[src/rtl/apb_command_master.sv]
// Single-outstanding APB4 requester: turns a valid/ready command stream into one
// SETUP/ACCESS transfer at a time and returns a buffered response with a watchdog abort.
module apb_command_master #(
  parameter int ADDRESS_WIDTH  = 16,
  parameter int BUS_WIDTH      = 32,
  parameter int TIMEOUT_CYCLES = 256
) (
  input  logic                     i_clk,
  input  logic                     i_rst,
  input  logic                     i_cmd_valid,
  output logic                     o_cmd_ready,
  input  logic [ADDRESS_WIDTH-1:0] i_cmd_address,
  input  logic                     i_cmd_write,
  input  logic [BUS_WIDTH-1:0]     i_cmd_write_data,
  input  logic [BUS_WIDTH/8-1:0]   i_cmd_strobe,
  output logic                     o_rsp_valid,
  input  logic                     i_rsp_ready,
  output logic [BUS_WIDTH-1:0]     o_rsp_read_data,
  output logic                     o_rsp_error,
  output logic                     o_rsp_timeout,
  output logic                     o_psel,
  output logic                     o_penable,
  output logic                     o_pwrite,
  output logic [ADDRESS_WIDTH-1:0] o_paddr,
  output logic [2:0]               o_pprot,
  output logic [BUS_WIDTH-1:0]     o_pwdata,
  output logic [BUS_WIDTH/8-1:0]   o_pstrb,
  input  logic                     i_pready,
  input  logic                     i_pslverr,
  input  logic [BUS_WIDTH-1:0]     i_prdata,
  output logic                     o_busy
);

  localparam int STRB_WIDTH = BUS_WIDTH / 8;
  localparam int ALIGN_BITS = $clog2(STRB_WIDTH);
  // A disabled watchdog still gets a 1-bit counter so the declarations stay legal.
  localparam int CNT_WIDTH  = (TIMEOUT_CYCLES == 0) ? 1 : $clog2(TIMEOUT_CYCLES + 1);
  localparam logic [CNT_WIDTH-1:0] TIMEOUT_VALUE = CNT_WIDTH'(TIMEOUT_CYCLES);

  typedef enum logic [1:0] {IDLE, SETUP, ACCESS, RESPONSE} state_t;

  state_t               state, next_state;
  logic [CNT_WIDTH-1:0] wd_count;
  logic                 cmd_fire;
  logic                 timeout_hit;

  assign cmd_fire    = i_cmd_valid && (state == IDLE);
  assign timeout_hit = (TIMEOUT_CYCLES != 0) && (state == ACCESS) && !i_pready &&
                       (wd_count == TIMEOUT_VALUE);
  assign o_pprot     = 3'b000;

  // NOTE: sequential state uses non-blocking assignments so every flop samples pre-edge values.
  always_ff @(posedge i_clk or posedge i_rst) begin
    if (i_rst) state <= IDLE;
    else       state <= next_state;
  end

  always_comb begin
    next_state = state;
    unique case (state)
      IDLE:     if (i_cmd_valid) next_state = SETUP;
      SETUP:    next_state = ACCESS;
      ACCESS:   if (i_pready || timeout_hit) next_state = RESPONSE;
      RESPONSE: if (i_rsp_ready) next_state = IDLE;
      default:  next_state = IDLE;
    endcase
  end

  // NOTE: every output gets a default first so no path through the block infers a latch.
  always_comb begin
    o_cmd_ready = 1'b0;
    o_psel      = 1'b0;
    o_penable   = 1'b0;
    o_rsp_valid = 1'b0;
    o_busy      = 1'b1;
    unique case (state)
      IDLE:     begin o_cmd_ready = 1'b1; o_busy = 1'b0; end
      SETUP:    o_psel = 1'b1;
      ACCESS:   begin o_psel = 1'b1; o_penable = 1'b1; end
      RESPONSE: o_rsp_valid = 1'b1;
      default:  o_busy = 1'b1;
    endcase
  end

  // Command latch: address aligned to the bus word, strobes zeroed for reads.
  always_ff @(posedge i_clk or posedge i_rst) begin
    if (i_rst) begin
      o_paddr  <= '0;
      o_pwrite <= 1'b0;
      o_pwdata <= '0;
      o_pstrb  <= '0;
    end else if (cmd_fire) begin
      o_paddr  <= {i_cmd_address[ADDRESS_WIDTH-1:ALIGN_BITS], ALIGN_BITS'(0)};
      o_pwrite <= i_cmd_write;
      o_pwdata <= i_cmd_write_data;
      o_pstrb  <= i_cmd_write ? i_cmd_strobe : '0;
    end
  end

  // Response capture; a completing slave beats a coincident watchdog expiry.
  always_ff @(posedge i_clk or posedge i_rst) begin
    if (i_rst) begin
      o_rsp_read_data <= '0;
      o_rsp_error     <= 1'b0;
      o_rsp_timeout   <= 1'b0;
    end else if (state == ACCESS && i_pready) begin
      o_rsp_read_data <= o_pwrite ? '0 : i_prdata;
      o_rsp_error     <= i_pslverr;
      o_rsp_timeout   <= 1'b0;
    end else if (timeout_hit) begin
      o_rsp_read_data <= '0;
      o_rsp_error     <= 1'b1;
      o_rsp_timeout   <= 1'b1;
    end
  end

  always_ff @(posedge i_clk or posedge i_rst) begin
    if (i_rst)                                          wd_count <= '0;
    else if (cmd_fire)                                  wd_count <= '0;
    else if (state == ACCESS && !i_pready && !timeout_hit) wd_count <= wd_count + 1'b1;
  end

endmodule

[config.mk]
export PLATFORM = sky130hd
export DESIGN_NAME = apb_command_master
export DESIGN_NICKNAME = d
export VERILOG_FILES = /design/src/rtl/apb_command_master.sv
export SDC_FILE = /design/constraint.sdc
export NUM_CORES = 1
export LEC_CHECK = 0
export ABC_CLOCK_PERIOD_IN_PS = 4600
export BUFFER_PORTS_ARGS = -buffer_cell sky130_fd_sc_hd__buf_4
export CAP_MARGIN = 10
export CORE_MARGIN = 2
export CORE_UTILIZATION = 35
export DETAILED_ROUTE_END_ITERATION = 10
export PLACE_DENSITY = 0.67
export SYNTH_ARGS = -nofsm -noshare
export SYNTH_HDL_FRONTEND = slang
export SYNTH_SLANG_ARGS = --single-unit
[constraint.sdc]
create_clock -name i_clk -period 4.6 [get_ports i_clk]
set_clock_uncertainty 0.1 [all_clocks]
set_input_delay 0.23 -clock i_clk [delete_from_list [all_inputs] [get_ports i_clk]]
set_output_delay 0.23 -clock i_clk [all_outputs]
set_load 0.01 [all_outputs]
==> flow_metrics.py, run 1 <==
metrics = {
    "detailed_routing": {
        "wl_met3_um": 1200,
        "wl_met2_um": 6060,
        "vias": 4158,
        "vias_per_cell": 4.89,
        "dr.first_iter.drc_count": 255,
        "drt_wl_total_um": 13300,
        "met1_length_um": 5770,
        "routedWlPerCell_um": 15.6,
        "first_pass_iters": 4,
        "top_layer": "met4",
        "ant_nets": 0,
        "route.detailed.drc": 0,
    },
    "global_route": {
        "antenna_found_initial": 0,
        "grt_pass1_wl_um": 21300,
        "grt_pass1_vias": 4341,
        "grt_overflow": 0,
        "grt_max_degree": 64,
        "grt_use_total_pct": 20.3,
    },
    "logic_synthesis": {
        "yosysWarningCount": 0,
        "muxShareOfSynthArea_pct": 0.455,
        "synth_edf_count": 0,
        "synth_xor_xnor_area_share_pct": 0,
        "synth_top_family_by_area": "simple AND/OR/NAND/NOR gates",
        "ys_seq_area_share_pct": 54.6,
        "synth_cells": 455,
        "synth_compound_area_share_pct": 18.0,
        "syn_avg_cell_area_um2": 9.67,
        "synthAdderAreaFrac_pct": 1.42,
        "syn_area_um2": 4400,
        "ys_types": 39,
        "synth-seq-cells": 96,
        "synth_ff_type": "dfrtp_1",
        "synth-simple-area-share_pct": 20.3,
        "async_flop_share_pct": 100,
    },
    "timing": {
        "worst_slack_ns": 2.17,
        "fin_tns_setup_ns": 0,
        "hold_viol_final": 0,
        "post-route-period-util_pct": 52.9,
        "clock.fmax_mhz": 411,
        "slew_viol_final": 0,
        "slew_headroom_pct": 20.1,
        "setup_viol": 0,
        "finalCriticalPeriod_ns": 2.43,
        "tightest_slew_ns": 1.20,
        "rsz0062_at_grt": "false",
    },
    "job": {
        "drv_cap": 0,
    },
    "cts": {
        "cts_buffers": 9,
        "cts-htree-levels": 3,
        "cts_buffer_depth": 2,
        "postCtsSetupBuffers": 0,
        "clock_latency_ns": 0.34,
        "cts_hold_buffers": 64,
        "clk_pin_slew_ns": 0.07,
        "cts_tree": "built",
        "cts_resized": 0,
        "cts.sinks": 96,
        "root_buffer": "clkbuf_16",
    },
    "power_and_ir_drop": {
        "power.density_nw_per_um2": 594,
        "leakagePower_nw": 3.36,
        "ir_drop_uv": 326,
    },
    "place": {
        "portBuffers": 178,
        "dp_hpwl_um": 8230,
        "place_ws_ns": 2.13,
        "gp_congestion": 0.780,
    },
    "hold_path": {
        "hold_path_depth": 3,
        "hold_class": "in -> reg",
    },
    "floorplan": {
        "die-width_um": 116,
        "coreArea_um2": 12200,
        "rows": 40,
        "io_pins": 186,
        "die_h_um": 116,
        "start_util_pct": 36.2,
        "dieArea_um2": 13500,
    },
    "worst_setup_path": {
        "worstSetupPathType": "reg -> reg",
        "crit_arrival_ns": 2.61,
        "crit_required_ns": 4.77,
        "slowest_stage": "and3b_1",
        "cp-end-kind": "register",
        "max_stage_delay_ns": 1.02,
        "reg2reg_depth": 5,
        "cp_cell_sequence": "inv_1 -> ha_1 -> and3b_1 -> a22oi_1 -> nand2_1",
        "cp-start-kind": "register",
        "cp_max_fo": 31,
    },
    "finish": {
        "area_growth_pct": 53.4,
        "final_net_count": 775,
        "final_common_cell": "nand2_1",
        "final_cell_mix": "188 x nand2_1, 181 x buf_4, 96 x dfrtp_1, 64 x dlygate4sd3_1, 31 x a22oi_1",
        "fill_cells": 1063,
        "antenna_cells": 0,
        "drive_above_1_share_pct": 34.1,
    },
    "run_status": {
        "outcome": "completed",
    },
}
metrics by stage:
stage               total power [mW]  util (%)  cell area [µm²]  cells  hold slack (ns)
floorplan                       2.37         -             4410    459            0.216
global placement                3.15      47.8             5810    772            0.319
detailed placement              3.22      47.8             5810    772            0.323
CTS                             4.03      55.5             6750    851      0.000000416
global route                    4.32      55.5             6750    851           0.0129
finish                          4.01      55.5             6750    851           0.0129
synthesized netlist by cell type, drive strengths merged (2+ instances only):
library cell  instances  share of area (%)
inv                  11               0.94
nand2b                4               0.57
nand3                 6               0.68
o41ai                 2               0.40
dfrtp                96                 55
o311ai                2               0.40
nand2               189                 16
buf                  18                2.6
or3                   3               0.43
a21oi                 9                1.0
a22oi                31                5.3
nand4b                2               0.40
a211oi                2               0.34
o21ai                 4               0.46
mux2i                 2               0.46
ha                    5                1.4
o211ai               33                9.0
or4                   2               0.34
clkbuf               18                1.5
report_power, final:
part | internal (mW) | switching, mW | total, mW
clock | 0.433 | 0.323 | 0.756
combinational | 0.852 | 0.922 | 1.77
sequential | 1.20 | 0.274 | 1.48
critical path, delay by kind of cell, from the launching register on:
family,cells,cell delay (ns)
simple gates,2,1.15
fa+ha+maj,1,0.42
flops,1,0.40
compound gates,1,0.17
buf+inv,1,0.11
flip-flops by register name (all words and copies together) (netlist names):
signal and cells:
o_pstrb 4, o_rsp_timeout 1, state 2, o_rsp_read_data 32
wd_count 9, o_pwdata 32, o_rsp_error 1, o_paddr 14
o_pwrite 1
layer usage:
layer	up-vias	track usage [%]
li1	1974	-
met1	1990	26.1
met2	175	32.1
met3	19	6.18
met4	0	8.73
met5	-	0
cells by family (layout without fill, tap and decap cells):
logic type	count (synthesis)	count (layout)
and+or+nand+nor	215	215
other	1	5
AOI/OAI and AO/OA	89	89
adders and majority gates	5	5
buffers and inverters	47	271
muxes	2	2
DFF	96	96
final timing paths:
| check | startpoint | to | slack [ns] |
|---|---|---|---|
| max reg2reg | state[0] | o_rsp_read_data[1] | 2.17 |
| max | state[0] | o_rsp_read_data[1] | 2.17 |
| min reg2reg | o_paddr[11] | o_paddr[11] | 0.38 |
| max in group asynchronous | i_rst | o_rsp_read_data[20] | 2.93 |
| min in group asynchronous | i_rst | o_paddr[11] | 0.48 |
| min | i_prdata[23] | o_rsp_read_data[23] | 0.01 |
area by class of cell:
class	instances	area [µm²]	area share (%)
Clock buffer	10	239	3.54
Clock inverter	5	56.3	0.834
Inverter	11	43.8	0.649
Multi-Input combinational cell	316	1800	26.6
Sequential cell	96	2400	35.6
Tap cell	168	210	3.11
Timing Repair Buffer	245	2000	29.6
Note: power is estimated with default switching activity, not from simulation.
==> inputs of run 2 (changes only) <==
ABC_AREA = 1   (was not set)
ABC_CLOCK_PERIOD_IN_PS = 2100   (was 4600)
PLACE_DENSITY = 0.7   (was 0.67)
clock period = 2.1 ns   (was 4.6 ns; I/O delays follow)
==> run 2 against run 1 <==
Sequential share of layout area increased by 0.15 points. Critical path type unchanged. Critical path depth increased by 4. Die area decreased by 6.9%. Highest routed layer unchanged. Routed wire length decreased by 12%. First-iteration DRC count increased by 25%. Count of clock-buffer cells in the layout unchanged. Clock power increased by 130%. Worst hold slack improved by 0.15 ns.
==> flow_metrics.py, run 2 <==
metrics = {
    "logic_synthesis": {
        "synth_cells": 481,
        "syn_area_um2": 4080,
        "yosysWarningCount": 0,
        "synth_top_area_share_pct": 58.8,
        "synth_edf_count": 0,
        "ys_seq_area_share_pct": 58.8,
        "ys_types": 22,
        "yosysMostFrequentCell": "nand2_1",
        "netlist_top_cells_count": "258 x nand2_1, 96 x dfrtp_1, 41 x nand3_1",
        "synth_ff_type": "dfrtp_1",
        "async_flop_share_pct": 100,
        "synth_top_cell_by_area": "dfrtp_1",
        "synth-seq-cells": 96,
        "ys_top_cells_by_area": "dfrtp_1 59%, nand2_1 24%, nand3_1 5.0%",
        "syn_avg_cell_area_um2": 8.49,
    },
    "cts": {
        "root_buffer": "clkbuf_16",
        "cts-htree-levels": 3,
        "cts_resized": 0,
        "cts_buffers": 9,
        "cts_buffer_depth": 2,
        "cts.sinks": 96,
        "clk_pin_slew_ns": 0.06,
        "clock_latency_ns": 0.33,
        "cts_tree": "built",
    },
    "worst_setup_path": {
        "crit_family": "simple AND/OR/NAND/NOR gates",
        "slowest_stage": "dfrtp_1",
        "crit_arrival_ns": 1.77,
        "max_stage_delay_ns": 0.40,
        "critPathBufInv": 2,
        "path_common_cell": "nand2_1",
        "cp-end-kind": "register",
        "cp_max_fo": 34,
        "crit_required_ns": 2.22,
        "cp_cell_sequence": "inv_1 -> ha_1 -> nand2_1 -> inv_1 -> nand2_1 -> nor2_4 -> nand2_4 -> nand3_1 -> nand2_1",
        "worstSetupPathType": "reg -> reg",
        "cp-start-kind": "register",
    },
    "power_and_ir_drop": {
        "power.density_nw_per_um2": 1220,
        "p_switching_mw": 2.91,
        "p_int_mw": 5.32,
        "leakagePower_nw": 3.68,
        "p_sw_share_pct": 35.4,
        "combPwrFrac_pct": 41.4,
        "ir_drop_uv": 685,
        "power_frac_clock_pct": 21.1,
        "power_frac_seq_pct": 37.5,
    },
    "run_status": {
        "outcome": "completed",
    },
    "detailed_routing": {
        "vias": 4061,
        "route.detailed.drc": 0,
        "dr.first_iter.drc_count": 320,
        "drt_wl_total_um": 11700,
        "first_pass_iters": 5,
        "routedWlPerCell_um": 13.2,
        "ant_nets": 0,
        "vias_per_cell": 4.58,
    },
    "place": {
        "portBuffers": 178,
        "gp_congestion": 0.837,
        "dp_hpwl_um": 7370,
        "placed_cell_area_um2": 5550,
    },
    "finish": {
        "top_regs": "o_pwdata: 32 flops, o_rsp_read_data: 32 flops, o_paddr: 14 flops",
        "antenna_cells": 0,
        "design_area_um2": 6720,
        "final_cell_mix": "257 x nand2_1, 182 x buf_4, 96 x dfrtp_1, 85 x dlygate4sd3_1, 41 x nand3_1",
        "final_common_cell": "nand2_1",
        "final_net_count": 835,
        "area_growth_pct": 64.6,
        "drive_above_1_share_pct": 28.4,
    },
    "floorplan": {
        "coreArea_um2": 11400,
        "start_util_pct": 35.8,
        "dieArea_um2": 12500,
        "io_pins": 186,
        "die_h_um": 112,
        "rows": 39,
        "die-width_um": 112,
    },
    "timing": {
        "slew_viol_final": 0,
        "setup_viol": 0,
        "rsz0062_at_grt": "false",
        "slew_headroom_pct": 59.7,
        "clock.fmax_mhz": 608,
        "whs_ns": 0.161,
        "hold_viol_final": 0,
        "fin_tns_setup_ns": 0,
        "finalCriticalPeriod_ns": 1.65,
        "post-route-period-util_pct": 78.4,
        "tightest_slew_ns": 0.603,
    },
    "global_route": {
        "grt_pass1_vias": 4117,
        "antenna_found_initial": 0,
        "grt_use_total_pct": 18.8,
        "grt_overflow": 0,
        "grt_max_degree": 50,
        "grt_pass1_wl_um": 19400,
    },
    "hold_path": {
        "hold_class": "in -> reg",
    },
    "job": {
        "drv_cap": 0,
    },
}
## run 2: area by class of cell
type	instances	area, µm²
fill	929	4700
sequential	96	2400
timing repair buffer	270	2280
multi-input combinational	344	1470
clock buffer	10	229
tap	143	179
clock inverter	6	92.6
inverter	18	71.3
## run 2: worst paths after layout
path / from / endpoint / slack [ns] / depth (start not counted)
setup / recovery: wd_count[0] / o_rsp_read_data[20] / 0.45 / 9
hold / removal: i_cmd_valid / o_pwdata[26] / 0.16 / 5
setup reg to reg: wd_count[0] / o_rsp_read_data[20] / 0.45 / 9
hold reg to reg: o_pwdata[17] / o_pwdata[17] / 0.38 / 2
max in group asynchronous: i_rst / o_rsp_error / 0.99 / 4
min in group asynchronous: i_rst / o_rsp_read_data[22] / 0.31 / 3
## run 2: worst reg2reg max path, cell delays in order, from the launching register on
cell and delay [ns]:
dfrtp_1 0.40, inv_1 0.08, ha_1 0.14, nand2_1 0.05, inv_1 0.05, nand2_1 0.07
nor2_4 0.16, nand2_4 0.24, nand3_1 0.19, nand2_1 0.06
## run 2: kinds of logic (layout without fill, tap and decap cells)
logic type / Yosys count / count (layout) / share of synthesized area (%)
other: 1 / 5 / 0.0919
buffers and inverters: 45 / 304 / 5.58
adder cells (fa/ha/maj): 5 / 5 / 1.53
AO/OA/AOI/OAI: 7 / 7 / 1.10
XOR/XNOR: 1 / 1 / 0.215
flip-flops: 96 / 96 / 58.8
AND/OR/NAND/NOR: 326 / 326 / 32.6
## run 2: metrics by stage
stage	worst slack, ns	power (mW)	util (%)	instances
floorplan	0.539	4.64	-	485
global placement	0.471	6.25	48.6	786
detailed placement	0.445	6.37	48.6	786
CTS	0.430	8.28	58.9	887
global route	0.273	8.77	58.9	887
finish	0.454	8.23	58.9	887
## run 2: what timing repair did
item | in CTS | in global routing
endpoints found under the hold margin | 107 | 0
buffers inserted | 0 | 0
hold buffers | 85 | 0
## run 2: power groups by stage
| stage | Sequential [mW] | Clock [mW] | Combinational, mW |
|---|---|---|---|
| detailed placement | 3.08 | 0 | 3.29 |
| global placement | 3.04 | 0 | 3.21 |
| finish | 3.08 | 1.74 | 3.41 |
| floorplan | 3.36 | 0 | 1.28 |
| CTS | 3.06 | 1.80 | 3.42 |
| global route | 3.17 | 1.87 | 3.73 |
## run 2: per-layer routing
| metal | GRT usage (%) | vias to the layer above | wire length, µm |
|---|---|---|---|
| met5 | 0 | - | 0 |
| met4 | 7.89 | 0 | 284 |
| met3 | 4.03 | 26 | 684 |
| met2 | 33.0 | 141 | 5910 |
| met1 | 22.6 | 1906 | 4800 |
| li1 | - | 1988 | - |
